## config.mk

```make
export PLATFORM = sky130hd
export DESIGN_NAME = uart_block_assembler
export DESIGN_NICKNAME = d
export VERILOG_FILES = /design/src/rtl/uart_block_assembler.sv
export SDC_FILE = /design/constraint.sdc
export NUM_CORES = 1
export LEC_CHECK = 0
export ABC_AREA = 0
export CAP_MARGIN = 30
export CORE_UTILIZATION = 44
export DETAILED_ROUTE_END_ITERATION = 16
export HOLD_SLACK_MARGIN = 0.02
export PLACE_DENSITY = 0.85
export SETUP_SLACK_MARGIN = 0.3
export SLEW_MARGIN = 20
export SYNTH_ARGS = -nofsm -noshare
export SYNTH_HDL_FRONTEND = slang
export SYNTH_SLANG_ARGS = --single-unit
```

## constraint.sdc

```tcl
create_clock -name CLK -period 1.92 [get_ports CLK]
set_input_delay 0.384 -clock CLK [delete_from_list [all_inputs] [get_ports CLK]]
set_output_delay 0.384 -clock CLK [all_outputs]
set_load 0.05 [all_outputs]
```

## src/rtl/uart_block_assembler.sv

```systemverilog
// uart_block_assembler
// Packs 32 consecutive UART bytes into a 128-bit AES key followed by a
// 128-bit plaintext block, then offers the pair to the AES core with a
// valid/ready handshake. Partial frames are dropped after an inter-byte
// timeout so a glitching host cannot leave the stream misaligned forever.

module uart_block_assembler #(
  parameter int TIMEOUT_CLKS = 86800,
  parameter int TMR_W        = 17
) (
  input  logic         CLK,
  input  logic         RST_in,
  input  logic         Rx_DV_in,
  input  logic [7:0]   Rx_Byte_in,
  output logic [127:0] Key_out,
  output logic [127:0] Data_out,
  output logic         Valid_out,
  input  logic         Ready_in,
  output logic [5:0]   Count_out,
  output logic         Overflow_out,
  output logic         Timeout_out
);

  typedef enum logic [1:0] {
    COLLECT_KEY  = 2'd0,
    COLLECT_DATA = 2'd1,
    HOLD         = 2'd2
  } state_t;

  // Timer value on which a silent partial frame is abandoned.
  localparam logic [TMR_W-1:0] LP_TMR_LAST = TMR_W'(TIMEOUT_CLKS - 1);

  state_t         r_state;
  state_t         w_nextState;
  logic [5:0]     r_count;
  logic [127:0]   r_key;
  logic [127:0]   r_data;
  logic [TMR_W-1:0] r_timer;
  logic           r_overflow;
  logic           r_timeout;

  logic           w_valid;
  logic           w_collecting;
  logic           w_handshake;
  logic           w_accept;
  logic           w_expire;
  logic           w_dropped;
  logic           w_wrKey;
  logic           w_wrData;
  logic [3:0]     w_slot;

  // State register: reset always lands in key collection.
  always_ff @(posedge CLK) begin
    if (RST_in) begin
      r_state <= COLLECT_KEY;
    end else begin
      r_state <= w_nextState;
    end
  end

  // Next-state logic: an arriving byte always wins over a timeout expiry.
  always_comb begin
    w_nextState = r_state;
    unique case (r_state)
      COLLECT_KEY: begin
        if (Rx_DV_in && (r_count == 6'd15)) begin
          w_nextState = COLLECT_DATA;
        end else if (w_expire) begin
          w_nextState = COLLECT_KEY;
        end
      end
      COLLECT_DATA: begin
        if (Rx_DV_in && (r_count == 6'd31)) begin
          w_nextState = HOLD;
        end else if (w_expire) begin
          w_nextState = COLLECT_KEY;
        end
      end
      HOLD: begin
        if (Ready_in) begin
          w_nextState = COLLECT_KEY;
        end
      end
      default: w_nextState = COLLECT_KEY;
    endcase
  end

  // Output/control decode derived from the current state and inputs.
  always_comb begin
    w_valid      = (r_state == HOLD);
    w_collecting = (r_state == COLLECT_KEY) || (r_state == COLLECT_DATA);
    w_handshake  = w_valid && Ready_in;
    w_accept     = Rx_DV_in && (w_collecting || w_handshake);
    w_dropped    = w_valid && Rx_DV_in && !Ready_in;
    w_expire     = w_collecting && (r_count != 6'd0) && !Rx_DV_in &&
                   (r_timer == LP_TMR_LAST);
    // A byte taken during the handshake is byte 0 of the next key.
    w_slot       = w_valid ? 4'd0 : r_count[3:0];
    w_wrKey      = w_accept && (r_state != COLLECT_DATA);
    w_wrData     = w_accept && (r_state == COLLECT_DATA);
  end

  // Byte counter: advances per accepted byte, cleared by handshake or expiry.
  always_ff @(posedge CLK) begin
    if (RST_in) begin
      r_count <= 6'd0;
    end else if (w_handshake) begin
      r_count <= Rx_DV_in ? 6'd1 : 6'd0;
    end else if (w_collecting && Rx_DV_in) begin
      r_count <= r_count + 6'd1;
    end else if (w_expire) begin
      r_count <= 6'd0;
    end
  end

  // Key and data shift-free slot writes; contents persist until overwritten.
  always_ff @(posedge CLK) begin
    if (RST_in) begin
      r_key  <= '0;
      r_data <= '0;
    end else begin
      for (int i = 0; i < 16; i++) begin
        if (w_wrKey && (w_slot == 4'(i))) begin
          r_key[127-8*i -: 8] <= Rx_Byte_in;
        end
        if (w_wrData && (w_slot == 4'(i))) begin
          r_data[127-8*i -: 8] <= Rx_Byte_in;
        end
      end
    end
  end

  // Inter-byte timer: only runs mid-frame, cleared by bytes and by expiry.
  always_ff @(posedge CLK) begin
    if (RST_in) begin
      r_timer <= '0;
    end else if (w_accept || w_expire || !w_collecting || (r_count == 6'd0)) begin
      r_timer <= '0;
    end else if (r_timer != '1) begin
      r_timer <= r_timer + 1'b1;
    end
  end

  // One-cycle status pulses, registered so they follow the causing edge.
  always_ff @(posedge CLK) begin
    if (RST_in) begin
      r_overflow <= 1'b0;
      r_timeout  <= 1'b0;
    end else begin
      r_overflow <= w_dropped;
      r_timeout  <= w_expire;
    end
  end

  assign Key_out      = r_key;
  assign Data_out     = r_data;
  assign Valid_out    = w_valid;
  assign Count_out    = r_count;
  assign Overflow_out = r_overflow;
  assign Timeout_out  = r_timeout;

endmodule

```

* Word level (Yosys, flattened, before mapping)
Cells that the tools add are included.
Operators by class: $add $sub $neg 2, multiply operators 0, div/mod/pow operators 0, $lt $le $gt $ge 0, equal/unequal tests 23, shifts and indexed selects 0, mux-type cells 10, bitwise operators 0, reduce and logical (&&, ||, !) cells 58
Operators with widths (count):
- 1-bit logical AND | 44
- 4-bit == test, second input constant | 8
- 6-bit two-way mux | 3
- 17-bit by 1-bit adder with 17-bit output, second input constant | 1
- 17-bit == test, second input constant | 1
- 17-bit inequality test, second input constant | 1
- 4-bit by 3-bit == test with 1-bit output, second input constant | 4
- 4-bit by 2-bit == test with 1-bit output, second input constant | 2
- 2-bit two-way mux | 4
- 6-bit by 1-bit adder with 6-bit output, second input constant | 1
- 6-bit by 4-bit == test with 1-bit output, second input constant | 1
- 6-bit by 5-bit == test with 1-bit output, second input constant | 1
- 6-bit logical NOT | 1
- 2-bit case mux with 3 select lines | 1
- 6-bit nonzero test | 1
- 1-bit logical OR | 5
- 4-bit by 1-bit == test with 1-bit output, second input constant | 1
- 4-bit logical NOT | 1
- 4-bit two-way mux | 1
- 2-bit by 1-bit inequality test with 1-bit output, second input constant | 2
- 1-bit logical NOT | 3
- 3-bit nonzero test | 1
- 2-bit by 1-bit == test with 1-bit output, second input constant | 1
- 2-bit == test, second input constant | 1
- 3 further kinds | 3
Word-level totals: register bits 283, latch bits 0, bits in writable memories 0, memory bits (read-only) 0, input bits 12, output and inout bits 265, logic and storage cells 130, memories kept 0

* Longest topological paths before layout
depth in word-level cells 9, gate-level depth with buffers 10

* Worst setup path before layout
OpenSTA, ideal clock, no wires.
path kind reg2reg, from register r_count[0] (netlist: Count_out[0]), to register r_timer[10], setup time 0.065 ns, arrival time 2.297 ns, data required time 1.855 ns, slack -0.442 ns, stages on the path, launching flop included 9, path buffers 3, period minus slack after synthesis 2.362 ns, path through dfxtp_1 -> buf_2 -> inv_1 -> ha_1 -> a311o_1 -> or3b_1 -> clkbuf_1 -> clkbuf_1 -> nor2_1
Between the ends: longest elaborated chain between the ends 8
Ends and longest elaborated chain:
- from (decl) | line 35 | logic [5:0] r_count;
- from (signal assigned) | line 108 | r_count <= Rx_DV_in ? 6'd1 : 6'd0;
- from (signal assigned) | line 110 | r_count <= r_count + 6'd1;
- 6-bit nonzero test | line 95 | w_expire = w_collecting && (r_count != 6'd0) && !Rx_DV_in &&
- 1-bit logical AND (3 in series) | line 95
- 1-bit logical OR (2 in series) | line 137 | end else if (w_accept || w_expire || !w_collecting || (r_count == 6'd0)) begin
- 1-bit logical OR * | line 137
- 2-bit OR reduction (no line) *
- to (signal assigned) | line 140 | r_timer <= r_timer + 1'b1;
- to (decl) | line 38 | logic [TMR_W-1:0] r_timer;
Mark *: on every way between the ends. The rest lies on a longest branch, timed or not. A chain may end at the register's enable or synchronous reset.

* Worst setup path in the final report
from register r_timer[6], to register r_timer[9]
Between the ends: longest elaborated chain between the ends 6
Ends and longest elaborated chain:
- branches (longest 6 deep; another with 17-bit by 1-bit adder with 17-bit output)
Several ways; the timed one is not identified.

==> out/metrics.sh <==
STATUS='finished with violations'
VIOLATIONS='setup timing'
ROUTE.ANTENNA.REMAINING_NETS=0
WIRE_PER_INST_UM=19.6
YOSYSSEQAREASHARE_PCT=52.1
GRT_ANTENNA_BEFORE_REPAIR=0
WORST_PATH_DOMINANT_CELL_FAMILY='simple AND/OR/NAND/NOR gates'
MAXCAPVIOLATIONS=0
TIGHTESTPINTRANSITION_NS=0.608
CP_NUM_BUF_INV=2
ACHIEVABLE_FREQ_MHz=476
VIAS_PER_CELL=5.15
VIA_COUNT=9051
SETUP_TOTAL_NEGATIVE_SLACK_NS=-0.769
FINAL-HOLD-VIOLATION-COUNT=0
CTSHOLDBUFFERS=0
YOSYSWARNINGCOUNT=0
SYNTH_SEQ_CELLS=283
MET2_LENGTH_UM=16900
CP.ARRIVAL_NS=2.53
CORE_REGION_AREA_SQ_UM=24200
SYNTH_AREA_SQ_UM=10900
MIN_PERIOD_OVER_PERIOD_PCT=109
SLEW_HEADROOM_PCT=59.4
GRT_PASS1_VIAS=8882
START_UTIL_PCT=44.8
MINIMUM_SETUP_SLACK_AMONG_REG_TO_REG_PATHS_NS=-0.18
SYNTH.DISTINCT_CELLS=42
REG2REGPATHDEPTH=11
DIEHEIGHT_UM=159
TIMING.CRITICAL_PATH.FROM='r_timer[6]$_SDFFE_PP0P_'
POSTLAYOUTSETUPSLACKWORST_NS=-0.180
CLOCKROOTBUFFER='sky130_fd_sc_hd__clkbuf_16'
WORSTPATHMAXFANOUT=5
MAXIMUM_LEVEL_OF_THE_CTS_H_TREE=1
ROUTEDLENGTHMET1_UM=13800
CLOCK_LATENCY_NS=0.56
GRT_SETUP_UNREPAIRED='yes'
GRT_USAGE_PCT=25.4
DRT_PASS1_ITERATIONS=5
SYNTH_FLOP_CELL='sky130_fd_sc_hd__dfxtp_1'
HOLD-PATH-CELL-COUNT=2
WORST_PATH_MAX_DELAY_CELL='sky130_fd_sc_hd__dfxtp_2'
SYNTH_NETS=1074
PIN_COUNT=277
FINAL_MAX_SLEW_VIOL_COUNT=0
CTS_TREE='built'
CRITICAL_PATH_CELL_COUNT=11
NUMBER_OF_CELLS_PRODUCED_BY_SYNTHESIS=1058
GRT.OVERFLOW.TOTAL=0
RD_PLACE_CONGESTION=0.860
GRT_PASS1_WL_UM=51200
WORST_HOLD_SLACK_NS=0.144
FINAL_LAYOUT_SIZE_SUFFIX_GT1_SHARE_PCT=38.0
WORSTSETUPENDPOINTTYPE='flip-flop'
DESIGN.FINAL.NETS=1427
MOSTFREQUENTLAYOUTCELL='sky130_fd_sc_hd__dfxtp_1'
PLACE_AREA_SQ_UM=14600
TYPE_OF_ELEMENT_LAUNCHING_THE_CRITICAL_PATH='flip-flop'
CTS_NUM_SINKS=283
DIODES=0
ASYNC_FLOP_SHARE_PCT=0
DETAILED_PLACE_HPWL_UM=21000
DIE_OUTLINE_AREA_SQ_UM=25300
RR_ENDPOINT='r_timer[9]$_SDFFE_PP0P_'
FP-ROW-COUNT=57
SYNTH_ENABLE_FLOP_CELLS=0
FINAL_PERIOD_MINUS_WORST_SETUP_SLACK_NS=2.10
AGGREGATE_ROUTED_WIRE_LENGTH_UM=34400
INITIAL_DRC_COUNT=540
CELLPOWERDENSITY_nW_PER_UM2=819
CTS.CLK_SLEW.WORST_PATHS_NS=0.06
CLOCKBUFFERDEPTH=3
MET3_LENGTH_UM=2210
CRITICAL_PATH.MAX_STAGE_DELAY_NS=0.34
MIN_TO='Key_out[22]$_SDFFE_PP0P_'
FILLER_CELL_COUNT=1916
POST_SYNTH.CELL_AREA_AVG_SQ_UM=10.3
STATIC-LEAKAGE-POWER_nW=7.42
BUFFER_PORTS.INSERTED=276
MAXIMUM_NUMBER_OF_PINS_ON_ONE_NET_BEFORE_GLOBAL_ROUTE_REPAIR=139
POWER.TOTAL_W=0.0129
REMAINING_DRC_ERRORS=0
CRIT_REQUIRED_NS=2.35
AREA_DELTA_SYNTH_FINAL_PCT=45.1
SETUP_VIOL_COUNT_FINAL=10
CELL_AREA_AFTER_LAYOUT_SQ_UM=15800
WORST-SETUP-PATH-TYPE='reg2reg'
CRITICAL_PATH.REG2REG.STARTPOINT='r_timer[6]$_SDFFE_PP0P_'
WORST_CLOCK_SKEW_NS=0.0129
WORSTPATHCELLLIST='nand4_1 -> nor2_1 -> nand3_1 -> nor3_2 -> ha_2 -> nand4b_1 -> buf_6 -> buf_6 -> nor3_4 -> xnor2_1 -> nor2_2'
CTS_INSERTED_BUFFERS=29
DIEWIDTH_UM=159
HP-CLASS='in2reg'
CP_COMMON_CELL='sky130_fd_sc_hd__buf_6'
MOST-COMMON-LAYOUT-CELLS='sky130_fd_sc_hd__dfxtp_1 (270), sky130_fd_sc_hd__nor2_1 (267), sky130_fd_sc_hd__mux2i_1 (246)'
MAXIMUM_IR_DROP_ON_THE_VDD_RAIL_mV=0.782
HOLD_START='RST_in'
HIGHEST_SIGNAL_LAYER_IN_THE_ROUTED_DESIGN='met4'
==> cell type report <==
type	count	area, sq um	share of cell area, %
inverters	8	37.5	0.238
multi-input cells	692	5410	34.3
repair buffers	397	3140	19.9
clock inverters	7	168	1.06
flip-flops and latches	283	5690	36.1
clock buffers	45	907	5.75
well taps	324	405	2.57
==> registers in the layout, indices dropped and copies added, names as in the netlist <==
name / count
Count_out: 6
Data_out: 128
Key_out: 128
Overflow_out: 1
Timeout_out: 1
r_state: 2
r_timer: 17
==> synthesized netlist by cell type, drive strengths merged, types with 4 or more instances <==
library cell,instances,share of area (%)
nor2,279,9.7
nand4b,4,0.32
nand3,15,0.69
buf,7,0.40
inv,8,0.28
clkbuf,68,2.3
nand4,8,0.46
mux2i,259,24
nor3,18,1.6
nor4,15,2.0
dfxtp,283,52
ha,4,0.46
a21oi,4,0.18
nor2b,9,0.52
nand3b,7,0.48
nand2b,23,1.3
o21ai,5,0.23
xnor2,12,0.97
nand2,9,0.36
==> per-layer routing <==
layer / up-vias / track usage [%]
met2: 331 / 44.0
met4: 0 / 8.92
met5: - / 0
met3: 84 / 5.57
li1: 4273 / -
met1: 4363 / 30.9
==> cells by family after synthesis <==
family / count (synthesis) / synth area share [%]
AO/OA/AOI/OAI: 18 / 1.16
XOR/XNOR: 15 / 1.21
AND/OR/NAND/NOR: 396 / 18.1
multiplexers: 259 / 23.9
buffers and inverters: 83 / 3.03
adder cells (fa/ha/maj): 4 / 0.461
flip-flops: 283 / 52.1
==> power breakdown <==
part	leakage, nW	switching (W)	internal, W	total (W)
Clock	0.527	0.00232	0.00390	0.00622
Combinational	4.61	0.000515	0.000251	0.000766
Sequential	2.29	0.0000274	0.00590	0.00593
==> how the worst max path moves through the flow <==
stage,to,slack [ns]
6_report,r_timer[9]$_SDFFE_PP0P_,-0.18
5_1_grt,r_timer[9]$_SDFFE_PP0P_,-0.25
4_1_cts,r_timer[7]$_SDFFE_PP0P_,0.04
3_5_place_dp,Key_out[8]$_SDFFE_PP0P_,-0.38
3_3_place_gp,Key_out[9]$_SDFFE_PP0P_,-0.32
2_1_floorplan,r_timer[15]$_SDFFE_PP0P_,-0.05
==> what timing repair did <==
item	in CTS	in global routing
endpoints found under the hold margin	0	0
setup buffers	18	27
pin swaps	15	50
endpoints found under the setup margin	380	283
cloned	3	1
resized for setup	918	98
==> per-stage QoR <==
step                util [%]  std cells  worst slack [ns]
finish                  65.0       1756            -0.180
global placement        60.1       1655            -0.317
CTS                     62.3       1728            0.0362
detailed placement      60.1       1655            -0.382
floorplan                  -       1058           -0.0487
global route            65.0       1756            -0.247
Power figures use the tool's default switching activity.
==> patch 1 (config.mk and constraints unchanged) <==
Encoding of `state_t`: now one-hot (3 bits for 3 states).
--- a/src/rtl/uart_block_assembler.sv
+++ b/src/rtl/uart_block_assembler.sv
@@ -23,6 +23,6 @@
 
-  typedef enum logic [1:0] {
-    COLLECT_KEY  = 2'd0,
-    COLLECT_DATA = 2'd1,
-    HOLD         = 2'd2
+  typedef enum logic [2:0] {
+    COLLECT_KEY  = 3'b001,
+    COLLECT_DATA = 3'b010,
+    HOLD         = 3'b100
   } state_t;
Formal check against the unedited RTL: same outputs for any inputs over 10 cycles, from zero or initial values and one cycle with RST_in high; not proved beyond that.
==> patch 1 against the original RTL <==
- the flow still finishes with violations (setup timing)
- synthesized area is 0.41% lower
- critical path depth decreased by 8
- setup slack improved by 0.091 ns
- combinational power is 10% higher
- power up 0.36%
- sequential cell count increased by 1
- cell area down 2.3%
- routed wire length down 5.0%
==> patch 1: results (changes against the original RTL) <==
### Synth
• **count of distinct cell types in the synthesized netlist** 53, was 42
• **post-synthesis xor/xnor area fraction** 1.376%, was 1.209%
• **dominant cells by area after synthesis** sky130_fd_sc_hd__dfxtp_1 (53%), sky130_fd_sc_hd__mux2i_1 (24%), sky130_fd_sc_hd__nor2_1 (9.5%), was sky130_fd_sc_hd__dfxtp_1 (52%), sky130_fd_sc_hd__mux2i_1 (24%), sky130_fd_sc_hd__nor2_1 (9.6%)
• **post-synthesis compound-gate area fraction** 1.816%, was 1.163%
• **top cells by instance count after synthesis** sky130_fd_sc_hd__dfxtp_1 (284), sky130_fd_sc_hd__nor2_1 (273), sky130_fd_sc_hd__mux2i_1 (258), sky130_fd_sc_hd__clkbuf_1 (64), sky130_fd_sc_hd__nand3_1 (25), was sky130_fd_sc_hd__dfxtp_1 (283), sky130_fd_sc_hd__nor2_1 (278), sky130_fd_sc_hd__mux2i_1 (259), sky130_fd_sc_hd__clkbuf_1 (68), sky130_fd_sc_hd__nand2b_1 (22)
• **share of synthesized cell area in full adder, half adder and majority cells** 0.4626%, was 0.4607%
• **Post-Synthesis Net Count** 1085, was 1074
• **mux cell area share after synthesis** 23.87%, was 23.86%

### Setup path
• **Crit Reg-Reg Endpoint** r_timer[15]$_SDFFE_PP0P_, was r_timer[9]$_SDFFE_PP0P_
• **startpoint of the lowest-slack register-to-register path** r_timer[5]$_SDFFE_PP0P_, was r_timer[6]$_SDFFE_PP0P_
• **setup slack of the worst register-to-register path** -0.08 ns, was -0.18 ns
• **depth of the worst register-to-register path** 8, was 11
• **arrival time of the worst setup path** 1.63 ns, was 2.53 ns
• **crit path max fanout** 3, was 5

### Outcome
• **violations in the final reports** setup timing, unchanged
• **outcome** complete, but fails checks, unchanged

### GRT
• **global routing usage summed across all routing layers** 25.42%, was 25.37%
• **number of global-route vias before repair** 8846, was 8882
• **largest net degree at the start of global routing** 127, was 139

### Final layout
• **fraction of layout instances using a drive strength above 1** 36.58%, was 37.99%

### Power
• **reported leakage power** 7.785 nW, was 7.420 nW
• **maximum vdd drop** 0.0006736 V, was 0.0007821 V

### Route
• **mean routed wirelength per cell** 18.76 um, was 19.56 um
• **DR iter-0 viols** 514, was 540

### Timing
• **worst hold slack** 0.08665 ns, was 0.1444 ns
• **number of pins exceeding their max-slew limit in the final report** 0, unchanged
• **number of endpoints failing setup at the final stage** 3, was 10
• **fin worst setup slack** -0.08913 ns, was -0.1803 ns
• **clk_skew** 0.01084 ns, was 0.01294 ns
• **Slew HR** 61.76%, was 59.45%

### Place
• **Final GP Congestion** 0.9107, was 0.8598
• **half-perimeter wire length after placement** 21130 um, was 21030 um

### Worst hold path
• **Hold Crit Endpoint** Timeout_out$_SDFF_PP0_, was Key_out[22]$_SDFFE_PP0P_

### Clocking
• **cell at the root of the clock tree** sky130_fd_sc_hd__clkbuf_16, unchanged

patch 1: what timing repair did:
item,in CTS,in global routing
gates resized for setup,917,26
cloned,4,0
buffers inserted,9,5
hold buffers,0,0
endpoints found under the setup margin,437,287
pin swaps,29,6
patch 1: critical path: stages (launching register included):
cell and delay, ns:
sky130_fd_sc_hd__dfxtp_2 0.35, sky130_fd_sc_hd__or3b_4 0.42, sky130_fd_sc_hd__clkinvlp_4 0.15, sky130_fd_sc_hd__buf_12 0.15
patch 1: layout make-up:
class                           instances  area [um2]
Sequential cell                       284        5722
Tap cell                              324       405.4
Timing Repair Buffer                  375        2835
Fill cell                            1970        8847
Multi-Input combinational cell        696        5345
Inverter                                7       30.03
Clock buffer                           43       869.6
Clock inverter                         11       193.9
patch 1: power breakdown:
part / internal [W] / switching, W / total, W / leakage, nW
clock network: 0.00381 / 0.00235 / 0.00616 / 0.519
registers: 0.00593 / 0.0000343 / 0.00596 / 2.30
logic: 0.000267 / 0.000575 / 0.000843 / 4.97
total: 0.0100 / 0.00296 / 0.0130 / 7.78
patch 1: worst max-delay path by stage:
stage | startpoint | endpoint | slack [ns] | cells past startpoint
2_1_floorplan | r_timer[0]$_SDFFE_PP0P_ | r_timer[15]$_SDFFE_PP0P_ | -0.23 | 9
3_3_place_gp | Rx_DV_in | Data_out[20]$_SDFFE_PP0P_ | -0.46 | 7
3_5_place_dp | Rx_DV_in | Data_out[14]$_SDFFE_PP0P_ | -0.48 | 7
4_1_cts | r_state[1]$_SDFFE_PP0P_ | Valid_out | -0.1 | 3
5_1_grt | r_timer[12]$_SDFFE_PP0P_ | r_timer[15]$_SDFFE_PP0P_ | -0.15 | 8
6_report | r_state[2]$_SDFFE_PP0P_ | Valid_out | -0.09 | 3
patch 1: kinds of logic after synthesis:
kind of cell    count (synthesis)
compound gates                 24
buf+inv                        91
mux                           258
flops                         284
xor+xnor                       17
fa+ha+maj                       4
simple gates                  391
patch 1: stage by stage:
step / TNS [ns] / setup WS [ns] / area (um2) / instances / util, %
after detailed placement: -92.39 / -0.4814 / 14630 / 1668 / 60.32
after floorplan: -0.2295 / -0.2295 / 11190 / 1069 / -
after global routing: -1.317 / -0.1472 / 15400 / 1740 / 63.51
after global placement: -88.04 / -0.4586 / 14630 / 1668 / 60.32
after CTS: -0.1623 / -0.09624 / 15260 / 1735 / 62.92
final: -0.1873 / -0.08913 / 15400 / 1740 / 63.51
patch 1: per-layer routing:
layer | track usage (%) | share of wire, %
met1 | 32.13 | 42
met2 | 43.16 | 49
met3 | 6.034 | 7.0
met4 | 6.708 | 2.2
met5 | 0 | 0
==> patch 2 (config.mk and constraints unchanged) <==
Made on the original files. Change the parameter `TIMEOUT_CLKS` from 86800 to 43400.
--- a/src/rtl/uart_block_assembler.sv
+++ b/src/rtl/uart_block_assembler.sv
@@ -7,3 +7,3 @@
 module uart_block_assembler #(
-  parameter int TIMEOUT_CLKS = 86800,
+  parameter int TIMEOUT_CLKS = 43400,
   parameter int TMR_W        = 17
Formal check against the unedited RTL: same outputs for any inputs over 4 cycles, from zero or initial values and one cycle with RST_in high; that may be too few to reach the edited logic, so the function may still have changed.
==> patch 2 against the original RTL <==
- the flow still finishes with violations (setup timing)
- synthesized area fell by 1.6%
- cell area rose by 2.2%
- core utilization rose by 3.0 points
- routed wire length rose by 7.9%
- setup slack improved by 0.16 ns
- sequential share of layout area fell by 0.73 points
- first-iteration DRC count rose by 3.5%
- sequential cell count did not move
- power fell by 3.6%
- critical path type unchanged
- largest cell class is now multi-input combinational cells
- highest routed layer unchanged
==> patch 2: results (changes against the original RTL) <==
### Outcome
• **outcome** complete, but fails checks, unchanged
• **violations in the final reports** setup timing, unchanged

### Power
• **reported leakage power** 6.767 nW, was 7.420 nW
• **maximum vdd drop** 0.0006961 V, was 0.0007821 V

### Setup path
• **Critical Path Source** r_timer[7]$_SDFFE_PP0P_, was r_timer[6]$_SDFFE_PP0P_
• **slowest cell delay on critical path** 0.41 ns, was 0.34 ns
• **crit path max-delay cell type** sky130_fd_sc_hd__dfxtp_1, was sky130_fd_sc_hd__dfxtp_2
• **crit path max fanout** 6, was 5
• **arrival time of the worst setup path** 2.38 ns, was 2.53 ns

### Final layout
• **fraction of layout instances using a drive strength above 1** 44.78%, was 37.99%
• **number of diodes added for antenna fixing** 1, was 0
• **clock network share of area** 5.850%, was 6.818%
• **Layout clock buffers** 32, was 45
• **number of ordinary inverters in the final layout** 3, was 8
• **number of fill cells** 1746, was 1916
• **signal buffers share of area** 19.86%, was 19.94%
• **multi-input combinational area share** 36.30%, was 34.33%
• **# nets final** 1479, was 1427

### Worst hold path
• **Hold Crit Endpoint** Key_out[61]$_SDFFE_PP0P_, was Key_out[22]$_SDFFE_PP0P_

### Timing
• **fin worst setup slack** -0.02246 ns, was -0.1803 ns
• **clk_skew** 0.01036 ns, was 0.01294 ns
• **worst hold slack** 0.1978 ns, was 0.1444 ns
• **number of endpoints failing setup at the final stage** 5, was 10
• **slew of the pin with the lowest slew margin** 0.6736 ns, was 0.6083 ns
• **post-route setup TNS** -0.05968 ns, was -0.7694 ns

### GRT
• **number of global-route vias before repair** 9163, was 8882
• **routing usage on met1** 31.14%, was 30.91%
• **global routing usage summed across all routing layers** 26.07%, was 25.37%
• **global-route wire length before repair** 50470 um, was 51230 um
• **largest net degree at the start of global routing** 131, was 139

### Route
• **total wire length after detailed routing** 37060 um, was 34350 um
• **met2 wire length** 18040 um, was 16930 um
• **detailed-routing wirelength on met1** 14300 um, was 13840 um
• **mean routed wirelength per cell** 20.53 um, was 19.56 um
• **DR iter-0 viols** 559, was 540

### Place
• **half-perimeter wire length after placement** 21960 um, was 21030 um
• **Final GP Congestion** 0.8369, was 0.8598
• **count of placed standard cells including taps** 1699, was 1655

### Synth
• **count of distinct cell types in the synthesized netlist** 48, was 42
• **Avg Cell Area, Syn** 9.530 um2, was 10.27 um2
• **sequential area share after synthesis** 52.98%, was 52.15%
• **top cells by instance count after synthesis** sky130_fd_sc_hd__dfxtp_1 (283), sky130_fd_sc_hd__nor2_1 (226), sky130_fd_sc_hd__mux2i_1 (194), sky130_fd_sc_hd__nand2_1 (93), sky130_fd_sc_hd__nand3_1 (73), was sky130_fd_sc_hd__dfxtp_1 (283), sky130_fd_sc_hd__nor2_1 (278), sky130_fd_sc_hd__mux2i_1 (259), sky130_fd_sc_hd__clkbuf_1 (68), sky130_fd_sc_hd__nand2b_1 (22)

[patch 2: cell types whose count changed after synthesis, moves of 6 or more]
cell | before | now
sky130_fd_sc_hd__nand3_1 | 15 | 73
sky130_fd_sc_hd__a21oi_1 | 4 | 67
sky130_fd_sc_hd__nor2_1 | 278 | 226
sky130_fd_sc_hd__nor2_2 | 1 | 11
sky130_fd_sc_hd__nor4_4 | 8 | 2
sky130_fd_sc_hd__nand2_1 | 7 | 93
sky130_fd_sc_hd__nand2b_1 | 22 | 7
sky130_fd_sc_hd__mux2i_1 | 259 | 194
[patch 2: metrics by stage]
stage | instance area [um2] | power [W] | worst slack (ns) | util [%]
5_1_grt | 16100 | 0.01279 | -0.1679 | 67.99
4_1_cts | 14570 | 0.01226 | 0.05715 | 61.53
6_report | 16110 | 0.01244 | -0.02246 | 68.01
2_1_floorplan | 11050 | 0.006498 | -0.2498 | -
3_3_place_gp | 14310 | 0.006755 | -0.3809 | 60.41
3_5_place_dp | 14310 | 0.006766 | -0.4634 | 60.41
[patch 2: report_power, final]
group / total, W / switching, W / internal [W]
Sequential: 0.00592 / 0.0000271 / 0.00590
Combinational: 0.000936 / 0.000621 / 0.000314
Clock: 0.00558 / 0.00242 / 0.00316
[patch 2: logic make-up (layout without fill, tap and decap cells)]
family / count (synthesis) / after routing / synth area share (%)
AO/OA/AOI/OAI: 77 / 77 / 3.862
XOR/XNOR: 15 / 15 / 1.229
adder cells (fa/ha/maj): 4 / 4 / 0.4681
buffers and inverters: 88 / 451 / 3.487
flip-flops: 283 / 283 / 52.98
multiplexers: 194 / 194 / 18.16
other: 0 / 1 / 0
AND/OR/NAND/NOR: 461 / 461 / 19.81
[patch 2: repair_timing]
item	CTS	global route
pin swaps	16	106
endpoints found under the setup margin	434	252
buffers inserted	12	34
gates resized for setup	884	272
gates cloned	0	6
